===== config.mk =====
export PLATFORM = sky130hd
export DESIGN_NAME = sl_transceiver
export DESIGN_NICKNAME = d
export VERILOG_FILES = /design/src/rtl/sl_pkg.sv /design/src/rtl/sl_rx.sv /design/src/rtl/sl_tx.sv /design/src/rtl/sl_transceiver.sv
export SDC_FILE = /design/constraint.sdc
export NUM_CORES = 1
export LEC_CHECK = 0
export ABC_CLOCK_PERIOD_IN_PS = 4280
export BUFFER_PORTS_ARGS = -buffer_cell sky130_fd_sc_hd__buf_2
export CAP_MARGIN = 10
export CORE_MARGIN = 4
export CORE_UTILIZATION = 23
export CTS_BUF_LIST = sky130_fd_sc_hd__clkbuf_4
export DETAILED_ROUTE_END_ITERATION = 7
export SLEW_MARGIN = 25
export SYNTH_ARGS = -nofsm -noshare
export SYNTH_HDL_FRONTEND = slang
export SYNTH_SLANG_ARGS = --single-unit

===== constraint.sdc =====
create_clock -name clk -period 4.28 [get_ports clk]
set_clock_uncertainty 0.2 [all_clocks]
set_input_delay 1.284 -clock clk [delete_from_list [all_inputs] [get_ports clk]]
set_output_delay 1.284 -clock clk [all_outputs]
set_load 0.02 [all_outputs]

===== src/rtl/sl_pkg.sv =====
// Shared definitions for the two-wire serial-link transceiver:
// status bit positions, state encodings and configuration decoding helpers.
package sl_pkg;

    localparam int unsigned ST_RX_VALID    = 0;
    localparam int unsigned ST_PARITY_ERR  = 1;
    localparam int unsigned ST_COUNT_ERR   = 2;
    localparam int unsigned ST_WIDTH_ERR   = 3;
    localparam int unsigned ST_TIMEOUT_ERR = 4;
    localparam int unsigned ST_TX_BUSY     = 5;

    typedef enum logic [1:0] {
        RX_IDLE       = 2'd0,
        RX_BIT        = 2'd1,
        RX_STOP_CHECK = 2'd2
    } rx_state_t;

    typedef enum logic [1:0] {
        TX_IDLE = 2'd0,
        TX_LOW  = 2'd1,
        TX_HIGH = 2'd2
    } tx_state_t;

    // Half-symbol time: 00 -> base, 01 -> base/2, 10 -> 2*base, 11 -> 4*base.
    function automatic logic [15:0] rate_to_t(input logic [1:0] rate, input int unsigned base_t);
        logic [15:0] b;
        b = 16'(base_t);
        case (rate)
            2'b00:   rate_to_t = b;
            2'b01:   rate_to_t = b >> 1;
            2'b10:   rate_to_t = b << 1;
            default: rate_to_t = b << 2;
        endcase
    endfunction

    function automatic logic [5:0] legal_wlen(input logic [5:0] code, input int unsigned def_wlen);
        if (code >= 6'd8 && code <= 6'd32) legal_wlen = code;
        else                               legal_wlen = 6'(def_wlen);
    endfunction

endpackage


===== src/rtl/sl_rx.sv =====
// Serial-link receiver: synchronises the two lines, measures each low interval
// and assembles bits, parity and stop into a checked word.
module sl_rx
    import sl_pkg::*;
#(
    parameter int unsigned DEF_WLEN = 16,
    parameter int unsigned BASE_T   = 16
) (
    input  logic        clk,
    input  logic        rst_n,
    input  logic        line0,
    input  logic        line1,
    input  logic [7:0]  cfg,
    output logic [31:0] data,
    output logic        rx_valid,
    output logic        parity_err,
    output logic        count_err,
    output logic        width_err,
    output logic        timeout_err
);

    rx_state_t   state;
    logic [1:0]  meta, sync;
    logic        low_prev, seen0, seen1;
    logic [15:0] width, gap, t_q;
    logic [5:0]  count, wlen_q;
    logic [32:0] shreg;

    logic        low_now, fall, rise, reach_long, pulse_ok, pulse_bad;
    logic        is_stop, timeout, parity_odd, count_ok;
    logic [15:0] t_cur, two_t;
    logic [31:0] data_mask;
    logic [32:0] frame_mask;

    // A low interval is the union of both lines being low; overlap means stop.
    always_comb begin
        t_cur      = (state == RX_IDLE) ? rate_to_t(cfg[7:6], BASE_T) : t_q;
        two_t      = t_cur << 1;
        low_now    = ~sync[0] | ~sync[1];
        fall       = low_now & ~low_prev;
        rise       = ~low_now & low_prev;
        reach_long = low_now & low_prev & (width == two_t - 16'd1);
        pulse_ok   = rise & (width >= (t_cur >> 1)) & (width < two_t);
        pulse_bad  = rise & (width > (t_cur >> 3)) & (width < (t_cur >> 1));
        is_stop    = seen0 & seen1;
        timeout    = (state == RX_BIT) & (gap >= (t_cur << 3));
        data_mask  = 32'((33'd1 << wlen_q) - 33'd1);
        frame_mask = (33'd1 << (wlen_q + 6'd1)) - 33'd1;
        parity_odd = ^(shreg & frame_mask);
        count_ok   = (count == wlen_q + 6'd1);
    end

    always_ff @(posedge clk or negedge rst_n) begin
        if (!rst_n) begin
            meta        <= 2'b11;
            sync        <= 2'b11;
            low_prev    <= 1'b0;
            seen0       <= 1'b0;
            seen1       <= 1'b0;
            width       <= '0;
            gap         <= '0;
            t_q         <= '0;
            count       <= '0;
            wlen_q      <= '0;
            shreg       <= '0;
            data        <= '0;
            rx_valid    <= 1'b0;
            parity_err  <= 1'b0;
            count_err   <= 1'b0;
            width_err   <= 1'b0;
            timeout_err <= 1'b0;
            state       <= RX_IDLE;
        end else begin
            meta     <= {line1, line0};
            sync     <= meta;
            low_prev <= low_now;

            if (fall) begin
                width <= 16'd1;
                seen0 <= ~sync[0];
                seen1 <= ~sync[1];
            end else if (low_now) begin
                if (width != '1) width <= width + 16'd1;
                seen0 <= seen0 | ~sync[0];
                seen1 <= seen1 | ~sync[1];
            end

            if (fall)           gap <= '0;
            else if (gap != '1) gap <= gap + 16'd1;

            case (state)
                RX_IDLE: begin
                    if (reach_long || pulse_bad) begin
                        width_err <= 1'b1;
                        rx_valid  <= 1'b0;
                    end else if (pulse_ok) begin
                        rx_valid    <= 1'b0;
                        parity_err  <= 1'b0;
                        count_err   <= 1'b0;
                        width_err   <= 1'b0;
                        timeout_err <= 1'b0;
                        t_q         <= t_cur;
                        wlen_q      <= legal_wlen(cfg[5:0], DEF_WLEN);
                        if (is_stop) begin
                            shreg <= '0;
                            count <= '0;
                            state <= RX_STOP_CHECK;
                        end else begin
                            shreg <= {32'd0, seen1};
                            count <= 6'd1;
                            state <= RX_BIT;
                        end
                    end
                end
                RX_BIT: begin
                    if (reach_long || pulse_bad) begin
                        width_err <= 1'b1;
                        rx_valid  <= 1'b0;
                        state     <= RX_IDLE;
                    end else if (pulse_ok) begin
                        if (is_stop) begin
                            state <= RX_STOP_CHECK;
                        end else begin
                            if (count <= 6'd32) shreg <= shreg | ({32'd0, seen1} << count);
                            if (count != '1) count <= count + 6'd1;
                        end
                    end else if (timeout) begin
                        timeout_err <= 1'b1;
                        rx_valid    <= 1'b0;
                        state       <= RX_IDLE;
                    end
                end
                RX_STOP_CHECK: begin
                    count_err  <= ~count_ok;
                    parity_err <= ~parity_odd;
                    rx_valid   <= count_ok & parity_odd;
                    data       <= shreg[31:0] & data_mask;
                    state      <= RX_IDLE;
                end
                default: state <= RX_IDLE;
            endcase
        end
    end

endmodule


===== src/rtl/sl_tx.sv =====
// Serial-link transmitter: sends data bits LSB first, then odd parity, then
// the stop symbol, each as a T-long low phase followed by a T-long high phase.
module sl_tx
    import sl_pkg::*;
#(
    parameter int unsigned DEF_WLEN = 16,
    parameter int unsigned BASE_T   = 16
) (
    input  logic        clk,
    input  logic        rst_n,
    input  logic [7:0]  cfg,
    input  logic [31:0] data,
    input  logic        start,
    output logic        line0,
    output logic        line1,
    output logic        busy
);

    tx_state_t   state;
    logic        start_prev, parity_q;
    logic [31:0] data_q;
    logic [15:0] t_q, phase;
    logic [5:0]  wlen_q, idx;

    logic [5:0]  wlen_new;
    logic [31:0] data_new;
    logic        sym_bit, sym_stop, drive_low, phase_end;

    always_comb begin
        wlen_new  = legal_wlen(cfg[5:0], DEF_WLEN);
        data_new  = data & 32'((33'd1 << wlen_new) - 33'd1);
        sym_stop  = (idx == wlen_q + 6'd1);
        sym_bit   = (idx == wlen_q) ? parity_q : data_q[idx[4:0]];
        drive_low = (state == TX_LOW);
        phase_end = (phase == t_q - 16'd1);
        line0     = ~(drive_low & (sym_stop | ~sym_bit));
        line1     = ~(drive_low & (sym_stop | sym_bit));
        busy      = (state != TX_IDLE);
    end

    always_ff @(posedge clk or negedge rst_n) begin
        if (!rst_n) begin
            start_prev <= 1'b0;
            parity_q   <= 1'b0;
            data_q     <= '0;
            t_q        <= '0;
            phase      <= '0;
            wlen_q     <= '0;
            idx        <= '0;
            state      <= TX_IDLE;
        end else begin
            start_prev <= start;
            case (state)
                TX_IDLE: begin
                    if (start && !start_prev) begin
                        data_q   <= data_new;
                        parity_q <= ~^data_new;
                        wlen_q   <= wlen_new;
                        t_q      <= rate_to_t(cfg[7:6], BASE_T);
                        idx      <= '0;
                        phase    <= '0;
                        state    <= TX_LOW;
                    end
                end
                TX_LOW: begin
                    if (phase_end) begin
                        phase <= '0;
                        state <= TX_HIGH;
                    end else begin
                        phase <= phase + 16'd1;
                    end
                end
                TX_HIGH: begin
                    if (phase_end) begin
                        phase <= '0;
                        if (sym_stop) begin
                            state <= TX_IDLE;
                        end else begin
                            idx   <= idx + 6'd1;
                            state <= TX_LOW;
                        end
                    end else begin
                        phase <= phase + 16'd1;
                    end
                end
                default: state <= TX_IDLE;
            endcase
        end
    end

endmodule


===== src/rtl/sl_transceiver.sv =====
// Two-wire serial-link transceiver top: independent receiver and transmitter
// sharing clock, reset and configuration, with a packed status word.
module sl_transceiver
    import sl_pkg::*;
#(
    parameter int unsigned DEF_WLEN = 16,
    parameter int unsigned BASE_T   = 16
) (
    input  logic        clk,
    input  logic        reset,
    input  logic        sl0_i,
    input  logic        sl1_i,
    output logic        sl0_o,
    output logic        sl1_o,
    // 'config' is a reserved word, so the configuration port is cfg.
    input  logic [15:0] cfg,
    output logic [31:0] rx_data,
    output logic [15:0] status,
    input  logic [31:0] tx_data,
    input  logic        send_now
);

    logic rx_valid, parity_err, count_err, width_err, timeout_err, tx_busy;
    logic unused_cfg;

    assign unused_cfg = ^cfg[15:8];

    sl_rx #(
        .DEF_WLEN(DEF_WLEN),
        .BASE_T  (BASE_T)
    ) u_rx (
        .clk        (clk),
        .rst_n      (reset),
        .line0      (sl0_i),
        .line1      (sl1_i),
        .cfg        (cfg[7:0]),
        .data       (rx_data),
        .rx_valid   (rx_valid),
        .parity_err (parity_err),
        .count_err  (count_err),
        .width_err  (width_err),
        .timeout_err(timeout_err)
    );

    sl_tx #(
        .DEF_WLEN(DEF_WLEN),
        .BASE_T  (BASE_T)
    ) u_tx (
        .clk  (clk),
        .rst_n(reset),
        .cfg  (cfg[7:0]),
        .data (tx_data),
        .start(send_now),
        .line0(sl0_o),
        .line1(sl1_o),
        .busy (tx_busy)
    );

    always_comb begin
        status                 = '0;
        status[ST_RX_VALID]    = rx_valid;
        status[ST_PARITY_ERR]  = parity_err;
        status[ST_COUNT_ERR]   = count_err;
        status[ST_WIDTH_ERR]   = width_err;
        status[ST_TIMEOUT_ERR] = timeout_err;
        status[ST_TX_BUSY]     = tx_busy;
    end

endmodule


==> out/results.ini <==
[run_status]
status = finished with violations
violations = setup timing

[floorplanning]
boundaryPins = 103
die_w_um = 261
core_area_sq_um = 63200
die_y_um = 261
rows = 92
die-area_sq_um = 68100
start_util_pct = 23.3

[timing]
final.setup.tns_ns = -0.109
fmax_ghz = 0.230
post-route-period-util_pct = 101
worstMarginPinSlew_ns = 0.954
slew_viol_final = 0
slew_headroom_pct = 36.4
grt_setup_unrepaired = yes
hold_viol_final = 0
setup_violations = 2
timing.final.crit_period_ns = 4.34
setup_ws_ns = -0.0620

[route]
ant_nets = 0
num_vias = 13491
via_per_inst = 4.78
drcViolationCount = 0
wl_per_cell_um = 16.2
wirelength_um = 45600
dr.pass1.iters = 5
drtIter0Drc = 926

[logic_synthesis]
synth_warnings = 0
syn-cell-area_sq_um = 14700
syn_inst = 1756
ys.flop_type = dfrtp_1
yosysTopAreaCell = dfrtp_1
ys_seq_area_share_pct = 35.2
synth_edf_count = 0
synth_top_family_by_area = simple AND/OR/NAND/NOR gates
yosys.area_share.xor_xnor_pct = 10.1
netlist_top_cells_area = dfrtp_1 (35%), nand2_1 (7.3%), ha_1 (7.0%), o21ai_0 (5.6%), xnor2_1 (5.2%)
yosys-mux-area-fraction_pct = 1.82
yosys.area_share.simple_pct = 23.1
ys_top_cells_by_count = nand2_1 (288), dfrtp_1 (203), o21ai_0 (166), nor2_1 (115), xnor2_1 (88)
ys_types = 84
synthAdderAreaFrac_pct = 6.97
synth_compound_area_share_pct = 18.3
synthMostInstantiatedCell = nand2_1
syn-mean-instance-area_sq_um = 8.38
synthArstFlopShare_pct = 100
ys_ff_latch = 207
synth_top_area_share_pct = 34.5

[worst_setup_path]
crit_arrival_ns = 2.86
reg2reg_slack_ns = 0.23
timing.rr.start = u_rx.wlen_q[0]
critPathRequiredTime_ns = 2.80
cp-startpoint = u_tx.idx[0]
r2r_cells = 17
cp-start-kind = flip-flop
crit_path_max_fanout = 5
path_class = reg -> out
endpoint = sl1_o
endpoint_kind = output port
r2r-end = u_rx.rx_valid

[run]
cap_violations = 0

[clock_tree]
cts_hold_buf = 0
cts_root_buf = clkbuf_4
cts.sinks = 207
h-tree-depth = 2
cts_made_buffers = 60
clkTransAtPathRegs_ns = 0.06
clk_path_buf_depth = 3
clock_latency_ns = 0.79
cts_tree = done

[layout]
drive_gt1_share_pct = 20.7
instances_no_fill = 2825
final_core_util_pct = 28.2
final_nets = 2065
area_growth_pct = 20.9

[grt]
antenna_found_initial = 4
grt_use_total_pct = 13.4
grt_start_max_net_pins = 87
grt_remaining_overflow = 0
grt_pass1_wl_um = 73800
grt_pass1_vias = 13586

[place]
port_buffers = 84
dp_slack_ns = -0.422
gp_congestion = 0.889
hpwl_um = 35000
dp_cells = 2711

[pwr]
leakagePower_nw = 7.80
p_per_area_nw_per_um2 = 557
vdd_ir_drop_max_mv = 0.261

[worst_hold_path]
hold_class = reg -> reg

-- cell families after synthesis --
group / count (synthesis)
AOI/OAI and AO/OA: 437
xor gates and xnor gates: 158
muxes: 14
and+or+nand+nor: 715
DFF: 207
buffers and inverters: 141
other: 2
adders and majority gates: 82
-- placed cells by master, fill, tap and decap left out, types with 75 or more instances in the layout --
master and count:
a21oi_1 75, buf_2 81, buf_4 119, clkbuf_4 89, dfrtp_1 200, ha_1 79, nand2_1 286, nor2_1 115
o21ai_0 161, xnor2_1 88
-- worst min-delay path by stage --
stage	from	to	slack (ns)	cells after the start
2_1_floorplan	u_rx.meta[0]	u_rx.sync[0]	0.15	0
3_3_place_gp	u_rx.meta[1]	u_rx.sync[1]	0.15	0
3_5_place_dp	u_rx.meta[1]	u_rx.sync[1]	0.15	0
4_1_cts	u_rx.meta[1]	u_rx.sync[1]	0.16	0
5_1_grt	u_rx.meta[1]	u_rx.sync[1]	0.16	0
6_report	u_rx.meta[1]	u_rx.sync[1]	0.15	0
-- report_power, final --
group	internal (mW)	total [mW]	switching (mW)
registers	2.24	2.53	0.290
clock network	0.947	1.84	0.890
logic	2.29	5.55	3.26
-- worst max-delay path, cell delays in order, from the launching register on --
cell	delay, ns
dfrtp_4	0.49
buf_12	0.15
mux4_2	0.44
mux4_2	0.48
mux2i_1	0.13
nand2_1	0.08
o21ai_2	0.08
nand2_1	0.09
nand2_2	0.07
buf_6	0.11
-- routing by layer --
metal / wire length, um / global-route usage (%) / up-vias
met2: 21100 / 21.6 / 342
li1: - / - / 6567
met4: 1280 / 4.82 / 4
met3: 2400 / 2.63 / 82
met5: 27 / 0 / -
met1: 20800 / 17.9 / 6496
-- cell type report --
class / count / area (sq um)
diodes: 3 / 7.51
clock buffers: 89 / 668
inverters: 34 / 128
flip-flops and latches: 207 / 5190
repair buffers: 209 / 1450
clock inverters: 19 / 81.3
fillers: 6760 / 45400
well taps: 846 / 1060
multi-input cells: 1418 / 9210
-- per-stage QoR --
stage                     area [sq um]  hold WS, ns  power (mW)
after CTS                        17700        0.157        9.95
final                            17800        0.155        9.91
after global placement           16900        0.147        7.85
after global routing             17800        0.159        10.7
after detailed placement         16900        0.148        7.94
after floorplan                  15000        0.145        6.07
-- flip-flops by register name, indices dropped and copies added (netlist names), 2 cells and up --
name,cells
u_rx.t_q,16
u_tx.state,2
u_tx.data_q,32
u_rx.meta,2
u_rx.width,16
u_tx.phase,16
u_rx.sync,2
u_tx.wlen_q,6
u_rx.shreg,33
u_rx.wlen_q,6
u_rx.state,2
u_rx.count,6
u_tx.t_q,4
u_rx.gap,16
u_tx.idx,6
u_rx.data,32
-- repair_timing --
item,CTS,global route
buffers inserted,2,1
gates resized for setup,14,21
pin swaps,2,2
setup endpoints to repair,4,49
Note: power is estimated with default switching activity, not from simulation.
